### config.mk
export PLATFORM = sky130hd
export DESIGN_NAME = shift_reg_univ_flat
export DESIGN_NICKNAME = d
export VERILOG_FILES = /design/src/rtl/shift_reg_pkg.sv /design/src/rtl/shift_reg_univ_if.sv /design/src/rtl/shift_reg_univ_sat_counter.sv /design/src/rtl/shift_reg_univ.sv /design/src/flat_wrapper.sv
export SDC_FILE = /design/constraint.sdc
export NUM_CORES = 1
export LEC_CHECK = 0
export BUFFER_PORTS_ARGS = -buffer_cell sky130_fd_sc_hd__buf_2
export CAP_MARGIN = 10
export CORE_UTILIZATION = 55
export DETAILED_ROUTE_END_ITERATION = 10
export PLACE_DENSITY = 0.84
export SLEW_MARGIN = 40
export SYNTH_ARGS = -nofsm -noshare
export SYNTH_HDL_FRONTEND = slang
export SYNTH_HIERARCHICAL = 1
export SYNTH_SLANG_ARGS = --single-unit
export TNS_END_PERCENT = 100
### constraint.sdc
create_clock -name clk -period 3.7 [get_ports clk]
set_input_delay 0.185 -clock clk [delete_from_list [all_inputs] [get_ports clk]]
set_output_delay 0.185 -clock clk [all_outputs]
set_load 0.01 [all_outputs]
### src/rtl/shift_reg_pkg.sv
// rtl/shift_reg_pkg.sv - mode encodings and shared types for the universal shift register
package shift_reg_pkg;

    localparam int MODE_W = 3;

    typedef logic [MODE_W-1:0] mode_t;

    localparam mode_t MODE_HOLD = 3'b000;
    localparam mode_t MODE_LOAD = 3'b001;
    localparam mode_t MODE_SHL  = 3'b010;
    localparam mode_t MODE_SHR  = 3'b011;
    localparam mode_t MODE_ROL  = 3'b100;
    localparam mode_t MODE_ROR  = 3'b101;
    localparam mode_t MODE_CLR  = 3'b110;

    // Counter width able to hold the value w itself (0..w inclusive)
    function automatic int cnt_width(input int w);
        return $clog2(w + 1);
    endfunction

endpackage

### src/rtl/shift_reg_univ_if.sv
// rtl/shift_reg_univ_if.sv - control and data bundle between a user and the universal shift register
interface shift_reg_univ_if
    import shift_reg_pkg::*;
#(
    parameter int WIDTH = 8
);
    localparam int CW = cnt_width(WIDTH);

    logic             en;
    mode_t            mode;
    logic [WIDTH-1:0] d;
    logic             sin;
    logic [WIDTH-1:0] q;
    logic             sout;
    logic [CW-1:0]    cnt;
    logic             full;
    logic             done;

    modport master (
        output en, mode, d, sin,
        input  q, sout, cnt, full, done
    );

    modport slave (
        input  en, mode, d, sin,
        output q, sout, cnt, full, done
    );

endinterface

### src/rtl/shift_reg_univ_sat_counter.sv
// rtl/shift_reg_univ_sat_counter.sv - saturating up-counter with a one-shot hit pulse
module sat_counter #(
    parameter int CW = 4
) (
    input  logic          clk,
    input  logic          reset,
    input  logic          clr,
    input  logic          inc,
    input  logic [CW-1:0] max_val,
    output logic [CW-1:0] count,
    output logic          hit
);

    // Count increments stop at max_val; hit fires only on the step that reaches it,
    // so it cannot re-fire while saturated and only re-arms through clr or reset
    always_ff @(posedge clk) begin
        if (reset) begin
            count <= '0;
            hit   <= 1'b0;
        end else begin
            hit <= 1'b0;
            if (clr) begin
                count <= '0;
            end else if (inc && (count < max_val)) begin
                count <= count + 1'b1;
                hit   <= ((count + 1'b1) == max_val);
            end
        end
    end

endmodule

### src/rtl/shift_reg_univ.sv
// rtl/shift_reg_univ.sv - universal register: hold, load, clear, shift and rotate with word-completion tracking
module shift_reg_univ
    import shift_reg_pkg::*;
#(
    parameter int               WIDTH     = 8,
    parameter logic [WIDTH-1:0] RESET_VAL = {WIDTH{1'b0}}
) (
    input  logic           clk,
    input  logic           reset,
    shift_reg_univ_if.slave bus
);

    localparam int            CW      = cnt_width(WIDTH);
    localparam logic [CW-1:0] CNT_MAX = CW'(WIDTH);

    logic [WIDTH-1:0] q_nxt;
    logic             sout_nxt;
    logic             is_shift;
    logic             is_restart;

    // Mode mux: next data/serial-out values plus counter control for the selected operation
    always_comb begin
        q_nxt      = bus.q;
        sout_nxt   = bus.sout;
        is_shift   = 1'b0;
        is_restart = 1'b0;
        case (bus.mode)
            MODE_LOAD: begin
                q_nxt      = bus.d;
                is_restart = 1'b1;
            end
            MODE_CLR: begin
                q_nxt      = '0;
                is_restart = 1'b1;
            end
            MODE_SHL: begin
                q_nxt    = {bus.q[WIDTH-2:0], bus.sin};
                sout_nxt = bus.q[WIDTH-1];
                is_shift = 1'b1;
            end
            MODE_SHR: begin
                q_nxt    = {bus.sin, bus.q[WIDTH-1:1]};
                sout_nxt = bus.q[0];
                is_shift = 1'b1;
            end
            MODE_ROL: begin
                q_nxt    = {bus.q[WIDTH-2:0], bus.q[WIDTH-1]};
                sout_nxt = bus.q[WIDTH-1];
                is_shift = 1'b1;
            end
            MODE_ROR: begin
                q_nxt    = {bus.q[0], bus.q[WIDTH-1:1]};
                sout_nxt = bus.q[0];
                is_shift = 1'b1;
            end
            default: begin
                // HOLD and the reserved encoding leave everything as is
            end
        endcase
    end

    // Data and serial-out registers, updated only under the clock enable
    always_ff @(posedge clk) begin
        if (reset) begin
            bus.q    <= RESET_VAL;
            bus.sout <= 1'b0;
        end else if (bus.en) begin
            bus.q    <= q_nxt;
            bus.sout <= sout_nxt;
        end
    end

    sat_counter #(
        .CW (CW)
    ) u_shift_cnt (
        .clk     (clk),
        .reset   (reset),
        .clr     (bus.en && is_restart),
        .inc     (bus.en && is_shift),
        .max_val (CNT_MAX),
        .count   (bus.cnt),
        .hit     (bus.done)
    );

    assign bus.full = (bus.cnt == CNT_MAX);

endmodule
### src/flat_wrapper.sv
// flat-port wrapper written by rule: the top's interface ports become plain ports
module shift_reg_univ_flat import shift_reg_pkg::*;
#(
    parameter int               WIDTH     = 8,
    parameter logic [WIDTH-1:0] RESET_VAL = {WIDTH{1'b0}}
)
  (clk, reset, bus_en, bus_mode, bus_d, bus_sin, bus_q, bus_sout, bus_cnt, bus_full, bus_done);
  shift_reg_univ_if #(.WIDTH(WIDTH)) bus_i ();
  input  logic clk;
  input  logic reset;
  input wire logic [$bits(bus_i.en)-1:0] bus_en;
  input wire logic [$bits(bus_i.mode)-1:0] bus_mode;
  input wire logic [$bits(bus_i.d)-1:0] bus_d;
  input wire logic [$bits(bus_i.sin)-1:0] bus_sin;
  output wire logic [$bits(bus_i.q)-1:0] bus_q;
  output wire logic [$bits(bus_i.sout)-1:0] bus_sout;
  output wire logic [$bits(bus_i.cnt)-1:0] bus_cnt;
  output wire logic [$bits(bus_i.full)-1:0] bus_full;
  output wire logic [$bits(bus_i.done)-1:0] bus_done;
  assign bus_i.en = bus_en;
  assign bus_i.mode = bus_mode;
  assign bus_i.d = bus_d;
  assign bus_i.sin = bus_sin;
  assign bus_q = bus_i.q;
  assign bus_sout = bus_i.sout;
  assign bus_cnt = bus_i.cnt;
  assign bus_full = bus_i.full;
  assign bus_done = bus_i.done;
  shift_reg_univ #(.WIDTH(WIDTH), .RESET_VAL(RESET_VAL)) u_core (.clk(clk), .reset(reset), .bus(bus_i));
endmodule
* After elaboration in Yosys (flattened, before gate mapping)
Cells that the tools add are included.
W data, S select, Z words.
** Operators by class
- Bitwise operators :: 1
- Multiply operators :: 0
- Add/subtract/negate cells :: 1
- Divide/modulo/power cells :: 0
- Reductions and logical operators :: 13
- Shift operators :: 0
- $lt $le $gt $ge :: 1
- Equal/unequal tests :: 8
- Muxes and demuxes :: 4
** Operators with widths (number)
- $pmux W8 S6 :: 1
- $eq A3 B3 Y1 const B :: 3
- $eq A4 B4 Y1 const B :: 2
- $reduce_or A2 Y1 :: 4
- $eq A3 B2 Y1 const B :: 2
- $reduce_bool A6 Y1 :: 1
- $add A4 B1 Y4 const B :: 1
- $lt A4 B4 Y1 const B :: 1
- $reduce_and A2 Y1 :: 2
- $reduce_or A4 Y1 :: 1
- $eq A3 B1 Y1 const B :: 1
- $logic_and A1 B1 Y1 :: 3
- $reduce_or A3 Y1 :: 1
- $mux W1 :: 2
- $pmux W1 S2 :: 1
- $reduce_bool A2 Y1 :: 1
- $not A1 Y1 :: 1
** Storage, ports and cells
- Memory bits (read-only) :: 0
- Memories kept :: 0
- Bits in latches :: 0
- Register bits after elaboration :: 14
- Output and inout port bits :: 15
- Input port bits :: 15
- Logic and storage cells :: 32
- Memory bits (writable) :: 0

* Longest topological paths before layout
Gate-level depths: netlist of run 1.
- Depth after elaboration :: 7
- Gate-level depth with buffers :: 7
- Mapped depth without buffers :: 6

* Hierarchy
Netlist of run 1, hierarchy kept.
** Modules (own cells, without submodules)
- shift_reg_univ :: area each 675.6 µm², times used 1, cells an instance 87, sequential area each 180.2 µm²
- sat_counter :: area each 377.9 µm², times used 1, cells an instance 42, sequential area each 100.1 µm²

* Least setup slack after synthesis of run 1
Ideal clock, no wire load.
- Kind :: flip-flop to flip-flop
- Start :: reg u_core.u_shift_cnt.count[1]
- End :: reg u_core.u_shift_cnt.count[3]
- Path slack :: 1972 ps
- Setup time :: 70 ps
- Period minus slack after synthesis :: 1728 ps
- Cell stages (with the launch flop) :: 6
- Required time :: 3630 ps
- Path buffers :: 0
- Arrival :: 1658 ps
- Path through :: dfxtp_1 -> ha_1 -> nor2b_4 -> o31a_1 -> or4_1 -> a21boi_1
** Between the ends
- Cells in the longest elaborated chain, start to end :: 2
- Elaborated cells on any way between the ends :: 3
- Those cells by class :: add/sub: 1; order compare: 1; reduce/logical: 1
** RTL lines
- start, declared :: RTL line shift_reg_univ_sat_counter.sv:10 : output logic [CW-1:0] count,
- start signal, assigned :: RTL line shift_reg_univ_sat_counter.sv:25 : count <= count + 1'b1;
- $lt A4 B4 Y1 :: RTL line shift_reg_univ_sat_counter.sv:24 : end else if (inc && (count < max_val)) begin
- $logic_and A1 B1 Y1 :: RTL line shift_reg_univ_sat_counter.sv:24
Parallel ways exist; a longest one is shown, timed or not.
A chain may end at the register's enable or synchronous reset.

* Worst setup path in the final report of run 1
Ends and elaborated chain as after synthesis.

==> metrics.txt, run 1 <==
status finished clean; Min-Delay Path Depth 3; Cells after DPL 182; Setup CP Type register to register; I/O Pins 30; critical path depth 5; FF-to-FF End u_core/u_shift_cnt/count[3]; die height 45.8 um; VDD IR max 0.000239 V; leakage 0.579 nW; Final Hold Fails 0; Final WS setup 1.90 ns; Setup Fix Bufs, Post-CTS 0; Worst Reg-to-Reg Cells 5; DR DRC count 0; total CTS buffers 3; IO Port Bufs 29; routed vias/inst 5.67; worst path bufs/invs 0; Hold Crit Class input pin to register; Post-CTS Resized 0; Worst EP arrival 2.02 ns; critical path, cell by cell ha_1, nor2b_4, o31a_1, or4_1, a21boi_1; ranking of synthesized cells by area dfxtp_1, mux2i_1, ha_1, a21oi_1, xnor2_1; grt peak-use layer met2; crit path launch u_core/u_shift_cnt/count[1]; fmax 556 MHz; crit path launch type register; RSZ-0062 raised after global routing no; switching power 0.000116 W; Setup crit end kind register; power share of the clock group 29.3%; DR vias 1,054; hold_buf cts 0; share of flip-flops with an asynchronous set or reset 0%; Nets 182; sequential cell area fraction in the yosys report 26.6%; Sw Ratio 30.6%; Mean Syn Cell Area 8.17 um^2; Synth Instances 129; capture point of the worst path u_core/u_shift_cnt/count[3]; CP required 3.92 ns; initial antenna violation count 0; Cell variety after synth 44; #FFs+latches synth 14; worst clock skew 0.00764 ns; slowest stage delay, CP 0.48 ns; Cell Count, Final, Fillers Out 186; max_cap viols 0; met1 Use GR 37.0%; vias in the first global route 940; Logic pwr share 26.1%; Post-synth EDFFs 0; M2 GR Usage 42.9%; layout cells sized above 1 23.0%; Core Rows 15; Yosys top cell by area dfxtp_1; global-route usage over all layers 26.6%; minimum clock period 1.80 ns; Post-Route WL 2550 um; Final HPWL DP 1890 um; Initial DRC Count 51; # setup viols final 0; final slew viol count 0; Initial DRT Pass Iterations 4; TNS Setup 0 ns; R2R Setup Slk 1.90 ns; Post-Syn Area 1050 um^2; CP Max Fanout 6; Die W 45.8 um; top cell type's share of synthesized area 26.6%; H-tree levels 1; GPL Wtd Cong 0.839; TritonCTS clock tree built; largest net degree at the start of global routing 21; Antenna Nets Post-Route 0; Clock Path Buffers 2; Most used DFF post-synth dfxtp_1; routing usage on met3 5.95%; first-pass GRT wire length 4020 um; post-DR wirelength/cell 13.7 um; Crit Reg-Reg Startpoint u_core/u_shift_cnt/count[1]; initial core utilization 59.7%; GR Overflow Total 0; diode count 0; Root Driver clkbuf_4; clock transition at the registers of the reported paths 0.09 ns; Clk Latency, worst-skew pair 0.29 ns; Crit path max-delay family simple AND/OR/NAND/NOR gates; PD cells 306 nW/um^2; P&R area growth vs syn 17.9%; Yosys Warn Count 6; total clock sinks 14; slowest CP cell or4_1; Die Footprint 2090 um^2; Sequential Power Share 44.6%; core area 1760 um^2; final hold slack 0.171 ns; Final period util 48.6%; Internal Power 0.000264 W; pre-CTS setup slack 1.94 ns
cell usage in the layout, fill, tap and decap left out, types with 2 or more instances in the layout:
master	synthesis	routed
o21ai_0	2	2
nand2_1	4	4
buf_2	1	29
mux2i_1	8	8
a2bb2oi_1	4	4
xnor2_1	6	6
inv_1	8	8
a21boi_0	2	2
ha_1	5	5
nand3_1	5	5
a21oi_1	11	11
dfxtp_1	14	14
o31ai_1	2	2
nor3_1	6	6
a211oi_1	2	2
nor2_1	11	11
or3_1	2	2
conb_1	2	7
nand3b_1	3	3
nand2b_1	5	5
clkbuf_4	0	3
o32ai_1	2	2
power by group through the flow:
stage / sequential (W) / combinational, W / clock [W]
6_report: 0.000170 / 0.0000994 / 0.000112
5_1_grt: 0.000171 / 0.000110 / 0.000120
4_1_cts: 0.000169 / 0.0000977 / 0.000115
3_5_place_dp: 0.000173 / 0.0000971 / 0
3_3_place_gp: 0.000172 / 0.0000939 / 0
2_1_floorplan: 0.000175 / 0.0000672 / 0
cell type report:
| class | count | area, um^2 |
|---|---|---|
| fill | 163 | 522 |
| sequential | 14 | 280 |
| clock buffer | 4 | 36.3 |
| multi-input combinational | 106 | 719 |
| tap | 25 | 31.3 |
| inverter | 8 | 30.0 |
| timing repair buffer | 29 | 145 |
cell usage after synthesis (2+ instances only):
cell       number
dfxtp_1        14
a21oi_1        11
nor2_1         11
inv_1           8
mux2i_1         8
nor3_1          6
xnor2_1         6
ha_1            5
nand2b_1        5
nand3_1         5
a2bb2oi_1       4
nand2_1         4
nand3b_1        3
a211oi_1        2
a21boi_0        2
buf_6           2
conb_1          2
o21ai_0         2
o31ai_1         2
o32ai_1         2
or3_1           2
logic make-up after synthesis:
kind of cell,after synthesis,share of synthesized area (%)
adders and majority gates,5,5.94
and+or+nand+nor,47,25.3
DFF,14,26.6
buffers and inverters,14,6.89
muxes,8,7.60
AOI/OAI and AO/OA,33,22.0
xor gates and xnor gates,6,4.99
other,2,0.713
sequential cells by signal, indices dropped and copies added, names as in the netlist:
signal                    cells
u_core/u_shift_cnt/hit        1
u_core/bus.sout               1
u_core/bus.q                  8
u_core/u_shift_cnt/count      4
through the flow:
| stage | total power [W] | cell area [um^2] | utilization, % |
|---|---|---|---|
| final | 0.000381 | 1240 | 70.4 |
| after CTS | 0.000382 | 1240 | 70.4 |
| after global placement | 0.000266 | 1210 | 68.4 |
| after global routing | 0.000401 | 1240 | 70.4 |
| after detailed placement | 0.000270 | 1210 | 68.4 |
| after floorplan | 0.000242 | 1070 | - |
worst min path at each step:
stage	startpoint	slack [ns]	to
3_3_place_gp	bus_d[0]	0.47	u_core/bus.q[0]
4_1_cts	bus_d[0]	0.16	u_core/bus.q[0]
6_report	bus_d[0]	0.17	u_core/bus.q[0]
2_1_floorplan	bus_d[0]	0.35	u_core/bus.q[0]
5_1_grt	bus_d[0]	0.20	u_core/bus.q[0]
3_5_place_dp	bus_d[0]	0.47	u_core/bus.q[0]
worst register-to-register path, stage by stage, from the launching register on:
cell	delay [ns]
dfxtp_1	0.42
ha_1	0.27
nor2b_4	0.13
o31a_1	0.29
or4_1	0.48
a21boi_1	0.14
per-layer routing:
layer / wire length (um) / share of wire, %
met1: 1160 / 46
met2: 1190 / 47
met3: 182 / 7.1
met4: 10 / 0.39
met5: 0 / 0
No activity file was read; power rests on OpenSTA's default activity.
==> inputs of run 2 (changes only) <==
--- a/config.mk
+++ b/config.mk
@@ -7,9 +7,9 @@
 export LEC_CHECK = 0
 export BUFFER_PORTS_ARGS = -buffer_cell sky130_fd_sc_hd__buf_2
 export CAP_MARGIN = 10
-export CORE_UTILIZATION = 55
+export CORE_UTILIZATION = 51
 export DETAILED_ROUTE_END_ITERATION = 10
-export PLACE_DENSITY = 0.84
+export PLACE_DENSITY = 0.79
 export SLEW_MARGIN = 40
 export SYNTH_ARGS = -nofsm -noshare
 export SYNTH_HDL_FRONTEND = slang
==> constraint.sdc (replaced) <==
create_clock -name clk -period 1.7 [get_ports clk]
set_input_delay 0.085 -clock clk [delete_from_list [all_inputs] [get_ports clk]]
set_output_delay 0.085 -clock clk [all_outputs]
set_load 0.01 [all_outputs]
==> metrics.txt, run 2 (synthesized netlist as in run 1, its figures left out) <==
status finished clean (unchanged); post-DR wirelength/cell 13.2 um (was 13.7 um); Setup crit end kind register (unchanged); DR vias 1,086 (was 1,054); leakage 0.604 nW (was 0.579 nW); fin area 1300 um^2 (was 1240 um^2); total CTS buffers 3 (unchanged); DR DRC count 0 (unchanged); hold_buf cts 0 (unchanged); power share of the clock group 29.3% (about the same); max_cap viols 0 (unchanged); routed vias/inst 5.63 (was 5.67); switching power 0.000256 W (was 0.000116 W); Root Driver clkbuf_4 (unchanged); area of the multi-input gates 732 um^2 (was 719 um^2); Initial DRC Count 40 (was 51); IO Port Bufs 29 (unchanged); largest net degree at the start of global routing 15 (was 21); CP required 1.92 ns (was 3.92 ns); PD cells 644 nW/um^2 (was 306 nW/um^2); Reg area 284 um^2 (was 280 um^2); R2R Setup Slk 0.08 ns (was 1.90 ns); Initial DRT Pass Iterations 4 (unchanged); diode count 0 (unchanged); Die W 47.5 um (was 45.8 um); core area 1940 um^2 (was 1760 um^2); GPL Wtd Cong 0.829 (was 0.839); first-pass GRT wire length 3880 um (was 4020 um); Internal Power 0.000580 W (was 0.000264 W); register with the most flip-flops u_core/bus.q (unchanged); vias in the first global route 953 (was 940); die height 47.5 um (was 45.8 um); fillers 171 (was 163); minimum clock period 1.62 ns (was 1.80 ns); Clock Path Buffers 2 (unchanged); I/O Pins 30 (unchanged); Setup CP Type register to register (unchanged); biggest regs u_core/bus.q (8), u_core/u_shift_cnt/count (4) (unchanged); layout cells sized above 1 26.5% (was 23.0%); final slew viol count 0 (unchanged); P&R area growth vs syn 23.3% (was 17.9%); Die Footprint 2250 um^2 (was 2090 um^2); Logic pwr share 26.8% (was 26.1%); VDD IR max 0.000382 V (was 0.000239 V); Final period util 95.1% (was 48.6%); Antenna Nets Post-Route 0 (unchanged); total clock sinks 14 (unchanged); fmax 619 MHz (was 556 MHz); H-tree levels 1 (unchanged); Final HPWL DP 1940 um (was 1890 um); # setup viols final 0 (unchanged); crit path launch type register (unchanged); initial core utilization 54.3% (was 59.7%); Worst EP arrival 1.84 ns (was 2.02 ns); TritonCTS clock tree built (unchanged); Sw Ratio 30.6% (about the same); Hold Crit Class input pin to register (unchanged); Final Hold Fails 0 (unchanged); initial antenna violation count 0 (unchanged); clock transition at the registers of the reported paths 0.09 ns (about the same); global-route usage over all layers 24.1% (was 26.6%); most frequent cells in the layout buf_2, dfxtp_1, nor2_1, a21oi_1 (unchanged); CP Max Fanout 6 (unchanged); GR Overflow Total 0 (unchanged); Core Rows 16 (was 15); Power Total 0.000836 W (was 0.000381 W); Post-Route WL 2540 um (was 2550 um); TNS Setup 0 ns (unchanged); Nets 187 (was 182); worst clock skew 0.000763 ns (was 0.00764 ns); RSZ-0062 raised after global routing no (unchanged); max FFs per register 8 (unchanged); Clk Latency, worst-skew pair 0.28 ns (was 0.29 ns); commonest non-fill, non-tap cell in the layout buf_2 (unchanged); Sequential Power Share 43.9% (was 44.6%); DP Area 1250 um^2 (was 1210 um^2)
-- run 2: cell count changes in the layout (fill, tap and decap cells not counted) --
cell,change
ha_4,+1
ha_1,-1
dfxtp_1,-1
dfxtp_4,+1
buf_4,+5
-- run 2: worst paths after layout --
path / from / end / cells past startpoint
max: u_core/u_shift_cnt/count[1] / u_core/u_shift_cnt/count[3] / 5
min: reset / u_core/bus.q[6] / 2
max reg2reg: u_core/u_shift_cnt/count[1] / u_core/u_shift_cnt/count[3] / 5
min reg2reg: u_core/bus.sout / u_core/bus.sout / 2
-- run 2: final cells by class --
type,count,area share [%]
Clock buffer,4,2.79
Inverter,8,2.31
Multi-Input combinational cell,106,56.4
Sequential cell,14,21.9
Tap cell,27,2.60
Timing Repair Buffer,34,14.1
-- run 2: repair_timing --
action                     in CTS  in global routing
resized for setup               0                  2
setup buffers                   0                  0
setup endpoints to repair       0                  1
-- run 2: power by group through the flow --
stage / Sequential (W) / Combinational [W] / Clock, W
finish: 0.000367 / 0.000224 / 0.000245
global route: 0.000371 / 0.000248 / 0.000265
CTS: 0.000368 / 0.000220 / 0.000249
detailed placement: 0.000376 / 0.000219 / 0
global placement: 0.000375 / 0.000212 / 0
floorplan: 0.000381 / 0.000146 / 0
-- run 2: metal layers --
layer | GRT usage, % | up-vias | routed length [um]
li1 | - | 534 | -
met1 | 30.0 | 507 | 1090
met2 | 41.4 | 43 | 1300
met5 | 0 | - | 0
met3 | 2.64 | 2 | 131
met4 | 11.4 | 0 | 15
-- run 2: critical path, cell delays in order (launching register included) --
cell      delay, ns
dfxtp_4        0.39
ha_4           0.19
nor2b_4        0.12
o31a_1         0.25
or4_1          0.48
a21boi_1       0.13
-- run 2: per-stage QoR --
step,utilization (%),worst slack (ns),hold slack [ns],instances
finish,66.9,0.0837,0.110,193
global route,66.9,0.0118,0.0885,193
CTS,66.1,0.0392,0.0932,193
detailed placement,64.2,0.0650,0.399,189
global placement,64.2,0.110,0.366,189
floorplan,-,0.0204,0.247,134
==> inputs of run 3 (changes only) <==
--- a/config.mk
+++ b/config.mk
@@ -7,6 +7,7 @@
 export LEC_CHECK = 0
 export BUFFER_PORTS_ARGS = -buffer_cell sky130_fd_sc_hd__buf_2
 export CAP_MARGIN = 10
+export CORE_MARGIN = 10
 export CORE_UTILIZATION = 51
 export DETAILED_ROUTE_END_ITERATION = 10
 export PLACE_DENSITY = 0.79
==> metrics.txt, run 3 (synthesized netlist as in run 1, its figures left out) <==
Final Hold Fails 0 (unchanged); first-pass GRT wire length 4930 um (was 3880 um); status finished clean (unchanged); crit path launch type register (unchanged); Core Rows 16 (unchanged); Die Footprint 4280 um^2 (was 2250 um^2); TNS Setup 0 ns (unchanged); initial antenna violation count 0 (unchanged); TritonCTS clock tree built (unchanged); GR Overflow Total 0 (unchanged); Internal Power 0.000577 W (was 0.000580 W); max_cap viols 0 (unchanged); CP required 1.91 ns (was 1.92 ns); I/O Pins 30 (unchanged); register with the most flip-flops u_core/bus.q (unchanged); Setup crit end kind register (unchanged); total clock sinks 14 (unchanged); clock transition at the registers of the reported paths 0.09 ns (about the same); Sw Ratio 31.0% (was 30.6%); Post-Route WL 2860 um (was 2540 um); core area 1960 um^2 (was 1940 um^2); post-DR wirelength/cell 14.8 um (was 13.2 um); die height 65.5 um (was 47.5 um); switching power 0.000259 W (was 0.000256 W); CP Max Fanout 3 (was 6); DR vias 1,093 (was 1,086); fillers 188 (was 171); Clk Latency, worst-skew pair 0.28 ns (about the same); IO Port Bufs 29 (unchanged); vias in the first global route 1,113 (was 953); Die W 65.5 um (was 47.5 um); max FFs per register 8 (unchanged); P&R area growth vs syn 22.1% (was 23.3%); total CTS buffers 3 (unchanged); VDD IR max 0.000341 V (was 0.000382 V); leakage 0.606 nW (was 0.604 nW); global-route usage over all layers 13.7% (was 24.1%); biggest regs u_core/bus.q (8), u_core/u_shift_cnt/count (4) (unchanged); most frequent cells in the layout buf_2, dfxtp_1, nor2_1, a21oi_1 (unchanged); Setup CP Type register to register (unchanged); initial core utilization 53.7% (was 54.3%); Clock Path Buffers 2 (unchanged); Nets 187 (unchanged); layout cells sized above 1 25.9% (was 26.5%); Hold Crit Class input pin to register (unchanged); worst clock skew 0.00323 ns (was 0.000763 ns); PD cells 650 nW/um^2 (was 644 nW/um^2); Initial DRT Pass Iterations 4 (unchanged); final slew viol count 0 (unchanged); routed vias/inst 5.66 (was 5.63); Sequential Power Share 44.0% (was 43.9%); commonest non-fill, non-tap cell in the layout buf_2 (unchanged); Final period util 95.6% (was 95.1%); diode count 0 (unchanged); Root Driver clkbuf_4 (unchanged); power share of the clock group 29.4% (was 29.3%); Initial DRC Count 41 (was 40); Final HPWL DP 2200 um (was 1940 um); Antenna Nets Post-Route 0 (unchanged); minimum clock period 1.63 ns (was 1.62 ns); RSZ-0062 raised after global routing no (unchanged); H-tree levels 1 (unchanged); fmax 615 MHz (was 619 MHz); Logic pwr share 26.7% (was 26.8%); final hold slack 0.0835 ns (was 0.110 ns); # setup viols final 0 (unchanged); largest net degree at the start of global routing 15 (unchanged); Worst EP arrival 1.84 ns (about the same); GPL Wtd Cong 0.900 (was 0.829); DR DRC count 0 (unchanged)
-- run 3: cell types whose count changed in the layout (fill, tap and decap cells not counted) --
cell,change
ha_4,-1
ha_1,+1
-- run 3: layout make-up --
type / count / area (um^2) / share of cell area [%]
Multi-Input combinational cell: 106 / 719 / 55.9
Sequential cell: 14 / 284 / 22.1
Timing Repair Buffer: 34 / 183 / 14.2
Clock buffer: 4 / 36.3 / 2.82
Tap cell: 27 / 33.8 / 2.63
Inverter: 8 / 30.0 / 2.33
-- run 3: critical path, stage by stage, from the launching register on --
cell	delay, ns
dfxtp_4	0.36
ha_1	0.22
nor2b_4	0.13
o31a_1	0.24
or4_1	0.48
a21boi_1	0.14
-- run 3: worst paths after layout --
check,start,end,slack [ns],depth (start not counted)
min reg2reg,u_core/bus.sout,u_core/bus.sout,0.50,2
max reg2reg,u_core/u_shift_cnt/count[1],u_core/u_shift_cnt/count[3],0.07,5
min,bus_d[0],u_core/bus.q[0],0.08,3
max,u_core/u_shift_cnt/count[1],u_core/u_shift_cnt/count[3],0.07,5
-- run 3: power by group through the flow --
stage	registers [W]	logic, W	clock network (W)
2_1_floorplan	0.000381	0.000146	0
3_3_place_gp	0.000375	0.000211	0
3_5_place_dp	0.000377	0.000217	0
4_1_cts	0.000369	0.000219	0.000249
5_1_grt	0.000370	0.000249	0.000269
6_report	0.000367	0.000223	0.000245
-- run 3: layer usage --
layer	GRT usage (%)	vias up	routed length (um)
met5	0	-	0
met3	3.05	2	161
met1	15.9	515	1240
met4	4.28	0	10
met2	24.0	39	1450
li1	-	537	-
-- run 3: timing repair --
item	in CTS	in global routing
hold buffers	0	0
gates resized for setup	0	1
endpoints found under the hold margin	0	0
setup buffers	0	1
endpoints found under the setup margin	0	1
-- run 3: stage by stage --
step	instance area [um^2]	std cells	worst slack [ns]	total power, W	utilization (%)
after floorplan	1070	134	0.0204	0.000528	-
after global placement	1240	188	0.112	0.000586	63.2
after detailed placement	1240	188	0.0143	0.000593	63.2
after CTS	1280	192	0.000980	0.000837	65.1
after global routing	1290	193	0.00356	0.000888	65.6
final	1290	193	0.0743	0.000836	65.6
